$ cat config.mk
export PLATFORM = sky130hd
export DESIGN_NAME = fetch_unit_flat
export DESIGN_NICKNAME = d
export VERILOG_FILES = /design/src/rtl/cpu_pkg.sv /design/src/rtl/fetch_unit_if.sv /design/src/rtl/program_counter.sv /design/src/rtl/fetch_unit.sv /design/src/flat_wrapper.sv
export SDC_FILE = /design/constraint.sdc
export NUM_CORES = 1
export LEC_CHECK = 0
export BUFFER_PORTS_ARGS = -buffer_cell sky130_fd_sc_hd__buf_2
export CAP_MARGIN = 15
export CORE_ASPECT_RATIO = 2
export CORE_MARGIN = 2
export CORE_UTILIZATION = 45
export DETAILED_ROUTE_END_ITERATION = 6
export PLACE_DENSITY = 0.76
export SKIP_LAST_GASP = 1
export SYNTH_ARGS = -nofsm -noshare
export SYNTH_HDL_FRONTEND = slang
export SYNTH_SLANG_ARGS = --single-unit
$ cat constraint.sdc
create_clock -name clock_in -period 2.2 [get_ports clock_in]
set_input_delay 0.22 -clock clock_in [delete_from_list [all_inputs] [get_ports clock_in]]
set_output_delay 0.22 -clock clock_in [all_outputs]
set_load 0.02 [all_outputs]
$ cat src/rtl/cpu_pkg.sv
// Shared CPU definitions: datapath widths, opcode encoding and fetch FSM states.
package cpu_pkg;

  localparam int DATA_WIDTH        = 11;
  localparam int INSTRUCTION_WIDTH = 15;
  localparam int OPCODE_WIDTH      = INSTRUCTION_WIDTH - DATA_WIDTH + 1;
  localparam int MAX_WAIT          = 8;

  typedef enum logic [OPCODE_WIDTH-1:0] {
    HLT = '0, STO, LD, LDI, ADD, ADDI, SUB, SUBI,
    BEQ, BNE, BGT, BGE, BLT, BLE, JMP
  } opcode_t;

  typedef enum logic [1:0] {
    IDLE,
    FETCH,
    FAULT
  } fetch_state_t;

endpackage

$ cat src/rtl/fetch_unit_if.sv
// Decoder-strobe, instruction-memory and IR/PC status signals of the fetch unit.
interface fetch_unit_if #(
  parameter int DW = cpu_pkg::DATA_WIDTH,
  parameter int IW = cpu_pkg::INSTRUCTION_WIDTH
);

  logic          fetch_req_in;
  logic          pc_wr_in;
  logic          branch_in;
  logic          pc_reset_in;
  logic          ir_reset_in;
  logic          imem_req_out;
  logic [DW-1:0] imem_addr_out;
  logic          imem_ack_in;
  logic [IW:0]   imem_data_in;
  logic [IW-DW:0] op_code_out;
  logic [DW-1:0] operand_out;
  logic [DW-1:0] pc_out;
  logic          ir_valid_out;
  logic          busy_out;
  logic          fault_out;

  modport slave (
    input  fetch_req_in, pc_wr_in, branch_in, pc_reset_in, ir_reset_in,
    input  imem_ack_in, imem_data_in,
    output imem_req_out, imem_addr_out, op_code_out, operand_out, pc_out,
    output ir_valid_out, busy_out, fault_out
  );

  modport master (
    output fetch_req_in, pc_wr_in, branch_in, pc_reset_in, ir_reset_in,
    output imem_ack_in, imem_data_in,
    input  imem_req_out, imem_addr_out, op_code_out, operand_out, pc_out,
    input  ir_valid_out, busy_out, fault_out
  );

endinterface

$ cat src/rtl/program_counter.sv
// Program counter: synchronous clear, branch load or wrapping increment.
module program_counter import cpu_pkg::*; #(
  parameter int W = DATA_WIDTH
) (
  input  logic         clock_in,
  input  logic         reset_in,
  input  logic         clr_i,
  input  logic         wr_i,
  input  logic         branch_i,
  input  logic [W-1:0] load_val_i,
  output logic [W-1:0] pc_o,
  output logic [W-1:0] pc_next_o
);

  logic [W-1:0] pc_q;
  logic [W-1:0] pc_d;

  // Clear beats write; increment wraps naturally at W bits.
  always_comb begin
    pc_d = pc_q;
    if (clr_i) begin
      pc_d = '0;
    end else if (wr_i) begin
      pc_d = branch_i ? load_val_i : pc_q + W'(1);
    end
  end

  always_ff @(posedge clock_in or negedge reset_in) begin
    if (!reset_in) begin
      pc_q <= '0;
    end else begin
      pc_q <= pc_d;
    end
  end

  assign pc_o      = pc_q;
  assign pc_next_o = pc_d;

endmodule

$ cat src/rtl/fetch_unit.sv
// Instruction-fetch responder: owns PC and IR, fetches words over req/ack.
//   state | meaning
//   IDLE  | waiting for a fetch request; PC updates accepted
//   FETCH | imem_req high, address held, waiting for ack
//   FAULT | ack timeout; left only through pc_reset_in or reset
module fetch_unit import cpu_pkg::*; (
  input logic        clock_in,
  input logic        reset_in,
  fetch_unit_if.slave bus
);

  localparam int WAIT_W = $clog2(MAX_WAIT + 1);
  localparam logic [WAIT_W-1:0] WAIT_LAST = WAIT_W'(MAX_WAIT - 1);

  fetch_state_t               state_q;
  logic [WAIT_W-1:0]          wait_q;
  logic                       req_q;
  logic                       valid_q;
  logic                       fault_q;
  logic [DATA_WIDTH-1:0]      addr_q;
  logic [INSTRUCTION_WIDTH:0] ir_q;
  logic [DATA_WIDTH-1:0]      pc;
  logic [DATA_WIDTH-1:0]      pc_next;
  logic                       idle;

  assign idle = (state_q == IDLE);

  program_counter #(.W(DATA_WIDTH)) u_pc (
    .clock_in   (clock_in),
    .reset_in   (reset_in),
    .clr_i      (bus.pc_reset_in),
    .wr_i       (idle && bus.pc_wr_in),
    .branch_i   (bus.branch_in),
    .load_val_i (ir_q[DATA_WIDTH-1:0]),
    .pc_o       (pc),
    .pc_next_o  (pc_next)
  );

  always_ff @(posedge clock_in or negedge reset_in) begin
    if (!reset_in) begin
      state_q <= IDLE;
      wait_q  <= '0;
      req_q   <= 1'b0;
      valid_q <= 1'b0;
      fault_q <= 1'b0;
      addr_q  <= '0;
      ir_q    <= '0;
    end else begin
      if (bus.pc_reset_in) begin
        state_q <= IDLE;
        req_q   <= 1'b0;
        wait_q  <= '0;
        fault_q <= 1'b0;
      end else begin
        unique case (state_q)
          IDLE: begin
            if (bus.fetch_req_in) begin
              state_q <= FETCH;
              req_q   <= 1'b1;
              addr_q  <= pc_next;
              valid_q <= 1'b0;
              wait_q  <= '0;
            end
          end
          FETCH: begin
            if (bus.fetch_req_in || bus.pc_wr_in) begin
              fault_q <= 1'b1;
            end
            if (bus.imem_ack_in) begin
              state_q <= IDLE;
              req_q   <= 1'b0;
              wait_q  <= '0;
              ir_q    <= bus.imem_data_in;
              valid_q <= 1'b1;
            end else begin
              wait_q <= wait_q + WAIT_W'(1);
              if (wait_q == WAIT_LAST) begin
                state_q <= FAULT;
                req_q   <= 1'b0;
                fault_q <= 1'b1;
              end
            end
          end
          FAULT: begin
            state_q <= FAULT;
          end
          default: begin
            state_q <= IDLE;
          end
        endcase
      end
      // IR clear overrides a coincident ack load; the fetch still completes.
      if (bus.ir_reset_in) begin
        ir_q    <= '0;
        valid_q <= 1'b0;
      end
    end
  end

  assign bus.imem_req_out  = req_q;
  assign bus.imem_addr_out = addr_q;
  assign bus.op_code_out   = ir_q[INSTRUCTION_WIDTH:DATA_WIDTH];
  assign bus.operand_out   = ir_q[DATA_WIDTH-1:0];
  assign bus.pc_out        = pc;
  assign bus.ir_valid_out  = valid_q;
  assign bus.busy_out      = !idle;
  assign bus.fault_out     = fault_q;

endmodule

$ cat src/flat_wrapper.sv
// flat-port wrapper written by rule: the top's interface ports become plain ports
module fetch_unit_flat import cpu_pkg::*;
  (clock_in, reset_in, bus_fetch_req_in, bus_pc_wr_in, bus_branch_in, bus_pc_reset_in, bus_ir_reset_in, bus_imem_ack_in, bus_imem_data_in, bus_imem_req_out, bus_imem_addr_out, bus_op_code_out, bus_operand_out, bus_pc_out, bus_ir_valid_out, bus_busy_out, bus_fault_out);
  fetch_unit_if bus_i ();
  input logic clock_in;
  input logic reset_in;
  input wire logic [$bits(bus_i.fetch_req_in)-1:0] bus_fetch_req_in;
  input wire logic [$bits(bus_i.pc_wr_in)-1:0] bus_pc_wr_in;
  input wire logic [$bits(bus_i.branch_in)-1:0] bus_branch_in;
  input wire logic [$bits(bus_i.pc_reset_in)-1:0] bus_pc_reset_in;
  input wire logic [$bits(bus_i.ir_reset_in)-1:0] bus_ir_reset_in;
  input wire logic [$bits(bus_i.imem_ack_in)-1:0] bus_imem_ack_in;
  input wire logic [$bits(bus_i.imem_data_in)-1:0] bus_imem_data_in;
  output wire logic [$bits(bus_i.imem_req_out)-1:0] bus_imem_req_out;
  output wire logic [$bits(bus_i.imem_addr_out)-1:0] bus_imem_addr_out;
  output wire logic [$bits(bus_i.op_code_out)-1:0] bus_op_code_out;
  output wire logic [$bits(bus_i.operand_out)-1:0] bus_operand_out;
  output wire logic [$bits(bus_i.pc_out)-1:0] bus_pc_out;
  output wire logic [$bits(bus_i.ir_valid_out)-1:0] bus_ir_valid_out;
  output wire logic [$bits(bus_i.busy_out)-1:0] bus_busy_out;
  output wire logic [$bits(bus_i.fault_out)-1:0] bus_fault_out;
  assign bus_i.fetch_req_in = bus_fetch_req_in;
  assign bus_i.pc_wr_in = bus_pc_wr_in;
  assign bus_i.branch_in = bus_branch_in;
  assign bus_i.pc_reset_in = bus_pc_reset_in;
  assign bus_i.ir_reset_in = bus_ir_reset_in;
  assign bus_i.imem_ack_in = bus_imem_ack_in;
  assign bus_i.imem_data_in = bus_imem_data_in;
  assign bus_imem_req_out = bus_i.imem_req_out;
  assign bus_imem_addr_out = bus_i.imem_addr_out;
  assign bus_op_code_out = bus_i.op_code_out;
  assign bus_operand_out = bus_i.operand_out;
  assign bus_pc_out = bus_i.pc_out;
  assign bus_ir_valid_out = bus_i.ir_valid_out;
  assign bus_busy_out = bus_i.busy_out;
  assign bus_fault_out = bus_i.fault_out;
  fetch_unit u_core (.clock_in(clock_in), .reset_in(reset_in), .bus(bus_i));
endmodule
==> out/metrics.cfg <==
[outcome]
status=complete, no violations

[sta]
worst_pin_slew_ns=0.5528
post-route-min-period_ns=1.834
rsz0062_at_grt=false
timing.fmax_mhz=545.2
fin_crit_sh_pct=83.37
slew_headroom_pct=62.98
hold_slack_ns=0.1403
finalSetupViolCount=0
setup_tns_ns=0
finalHoldViolCount=0
skew_ns=0.004926
worst_slack_ns=0.3658
slew_viol_final=0

[global_routing]
met3_usage_pct=3.683
overflow=0
top_usage_layer=met2
grt_pass1_wl_um=8901
grt_max_degree=48
grt_pass1_vias=1867
grt_util_met2_pct=31.29
grt_usage_pct=20.31
antenna_found_initial=0
use_met1_pct=28.50

[power]
p_sw_uw=570.3
p_per_area_nw_per_um2=736.7
leakagePower_uw=0.001382
power.internal_uw=1513
swShare_pct=27.38
pwr-share-seq_pct=46.6
pwr-share-comb_pct=17.4
ir_worst_vdd_uv=575.1
pwr-share-clk_pct=36.0

[critical_path]
rrSetupSlack_ns=0.37
crit_type=flip-flop to flip-flop
crit_arrival_ns=2.09
required_ns=2.45
crit_fanout=10
startpoint_type=flip-flop
cp-end-kind=flip-flop

[yosys]
synth_edf_count=0
syn_nets=270
synth_top_area_share_pct=50.78
synth.distinct_cells=45
syn_area_um2=2316
ys_seq_elements=47
syn_area_per_cell_um2=9.492
async_reset_ff_share_pct=100.0
yosysSeqAreaShare_pct=50.78
synth_area_leaders=dfrtp_1 51%, nand2_1 7.0%, a21oi_1 5.4%
ys.flop_type=dfrtp_1
synth_top_area_cell=dfrtp_1
yosys_warnings=0
syn-instance-count=244

[detailed_routing]
drt_iter0_markers=48
ant_nets=0
routed_via_density=5.496
vias=2006
drc=0
avgRoutedWirePerCell_um=14.56
routed_wirelength_um=5314
dr.pass1.iters=4

[die]
dieArea_um2=5771
die_w_um=54.73
chipHeight_um=105.5
start_util_pct=45.90
rows=37
io_pins=66
core_area_um2=5046

[finish]
final_cell_mix=65 x buf_2, 47 x dfrtp_1, 43 x nand2_1
final_area_um2=2828
post-route-util_pct=56.04
antenna_cells=0
drive_gt1_share_pct=31.27
final_common_cell=buf_2
syn_to_final_growth_pct=22.10
final_net_count=332

[placement]
dpl_cell_area_um2=2681
io_buffers=65
gp_congestion=0.8857
preCtsSetupSlack_ns=0.3853
dpl.hpwl_um=3932

[job]
max_cap_violations=0

[clock_network]
htreeDepth=2
cts_resized=0
clock_latency_ns=0.31
cts_tree=built
clock_sinks=47
postCtsHoldBufs=1
clk_pin_slew_worst_paths_ns=0.09
clk_path_buf_depth=2
post_cts_buffers=0
root_buffer=clkbuf_8
cts_inserted_buffers=5

[min_path]
hold_class=input pin to flip-flop

power groups by stage:
stage / registers (uW) / clock network (uW) / logic, uW
2_1_floorplan: 1040 / 0 / 171
3_3_place_gp: 986 / 0 / 355
3_5_place_dp: 988 / 0 / 363
4_1_cts: 971 / 762 / 366
5_1_grt: 980 / 796 / 403
6_report: 970 / 751 / 362
synth_stat cells, types with 2 or more instances:
cell type  number
and4_1          2
nor2b_1         3
or2_2           4
nor3_1          6
nand2_1        43
a31oi_1         4
mux2i_1         4
mux2_2          8
o21ai_0        11
buf_2           3
clkbuf_1       10
o31ai_1         3
dfrtp_1        47
nand2b_1        6
nand3_1         3
ha_1            2
o22ai_1         2
or3_1           2
inv_1           2
nand4_1         4
a211oi_1        4
and3_1          3
buf_6           2
a21oi_1        25
nor2_1         20
o21ba_2         2
routing by layer:
layer	vias up	wire [um]
met2	68	2707
li1	982	-
met4	0	65
met1	950	2232
met5	-	0
met3	6	308
path summary, 6_finish.rpt:
path | endpoint | cells after the start | start
min in group asynchronous | u_core.bus.imem_req_out$_DFFE_PN0P_ | 3 | reset_in
worst max register to register | u_core.bus.imem_addr_out[1]$_DFFE_PN0P_ | 5 | u_core.state_q[0]$_DFFE_PN0P_
worst min-delay path | u_core.ir_q[5]$_DFFE_PN0P_ | 3 | bus_imem_data_in[5]
worst min register to register | u_core.bus.imem_addr_out[10]$_DFFE_PN0P_ | 2 | u_core.bus.imem_addr_out[10]$_DFFE_PN0P_
worst max-delay path | u_core.bus.imem_addr_out[1]$_DFFE_PN0P_ | 5 | u_core.state_q[0]$_DFFE_PN0P_
max in group asynchronous | u_core.state_q[0]$_DFFE_PN0P_ | 3 | reset_in
logic make-up (layout without fill, tap and decap cells):
family	after synthesis	after routing	share of synthesized area, %
fa+ha+maj	2	2	1.080
compound gates	60	60	15.83
buf+inv	18	81	3.890
simple gates	104	104	22.42
mux	12	12	5.619
xor+xnor	1	1	0.3782
flops	47	47	50.78
sequential cells by signal, summed over array words and instances, names as in the netlist:
register                  cells
u_core.ir_q                  16
u_core.bus.imem_addr_out     11
u_core.u_pc.pc_o             11
u_core.wait_q                 4
u_core.state_q                2
u_core.bus.fault_out          1
u_core.bus.imem_req_out       1
u_core.bus.ir_valid_out       1
worst max-delay path, cell delays in order (launching register included):
cell and delay (ns):
dfrtp_1 0.49, nor3b_2 0.53, buf_4 0.25, nor2_1 0.04
a211oi_1 0.27, mux2_2 0.20
cell type report:
type | count | area (um2)
clock buffers | 5 | 68.82
clock inverters | 3 | 67.56
fillers | 468 | 2218
inverters | 2 | 7.507
multi-input cells | 179 | 1050
flip-flops and latches | 47 | 1176
well taps | 58 | 72.57
repair buffers | 71 | 385.4
stage by stage:
step	total power (uW)	std cells
2_1_floorplan	1215	244
3_3_place_gp	1341	356
3_5_place_dp	1351	356
4_1_cts	2099	365
5_1_grt	2179	365
6_report	2083	365
Power figures use the tool's default switching activity.
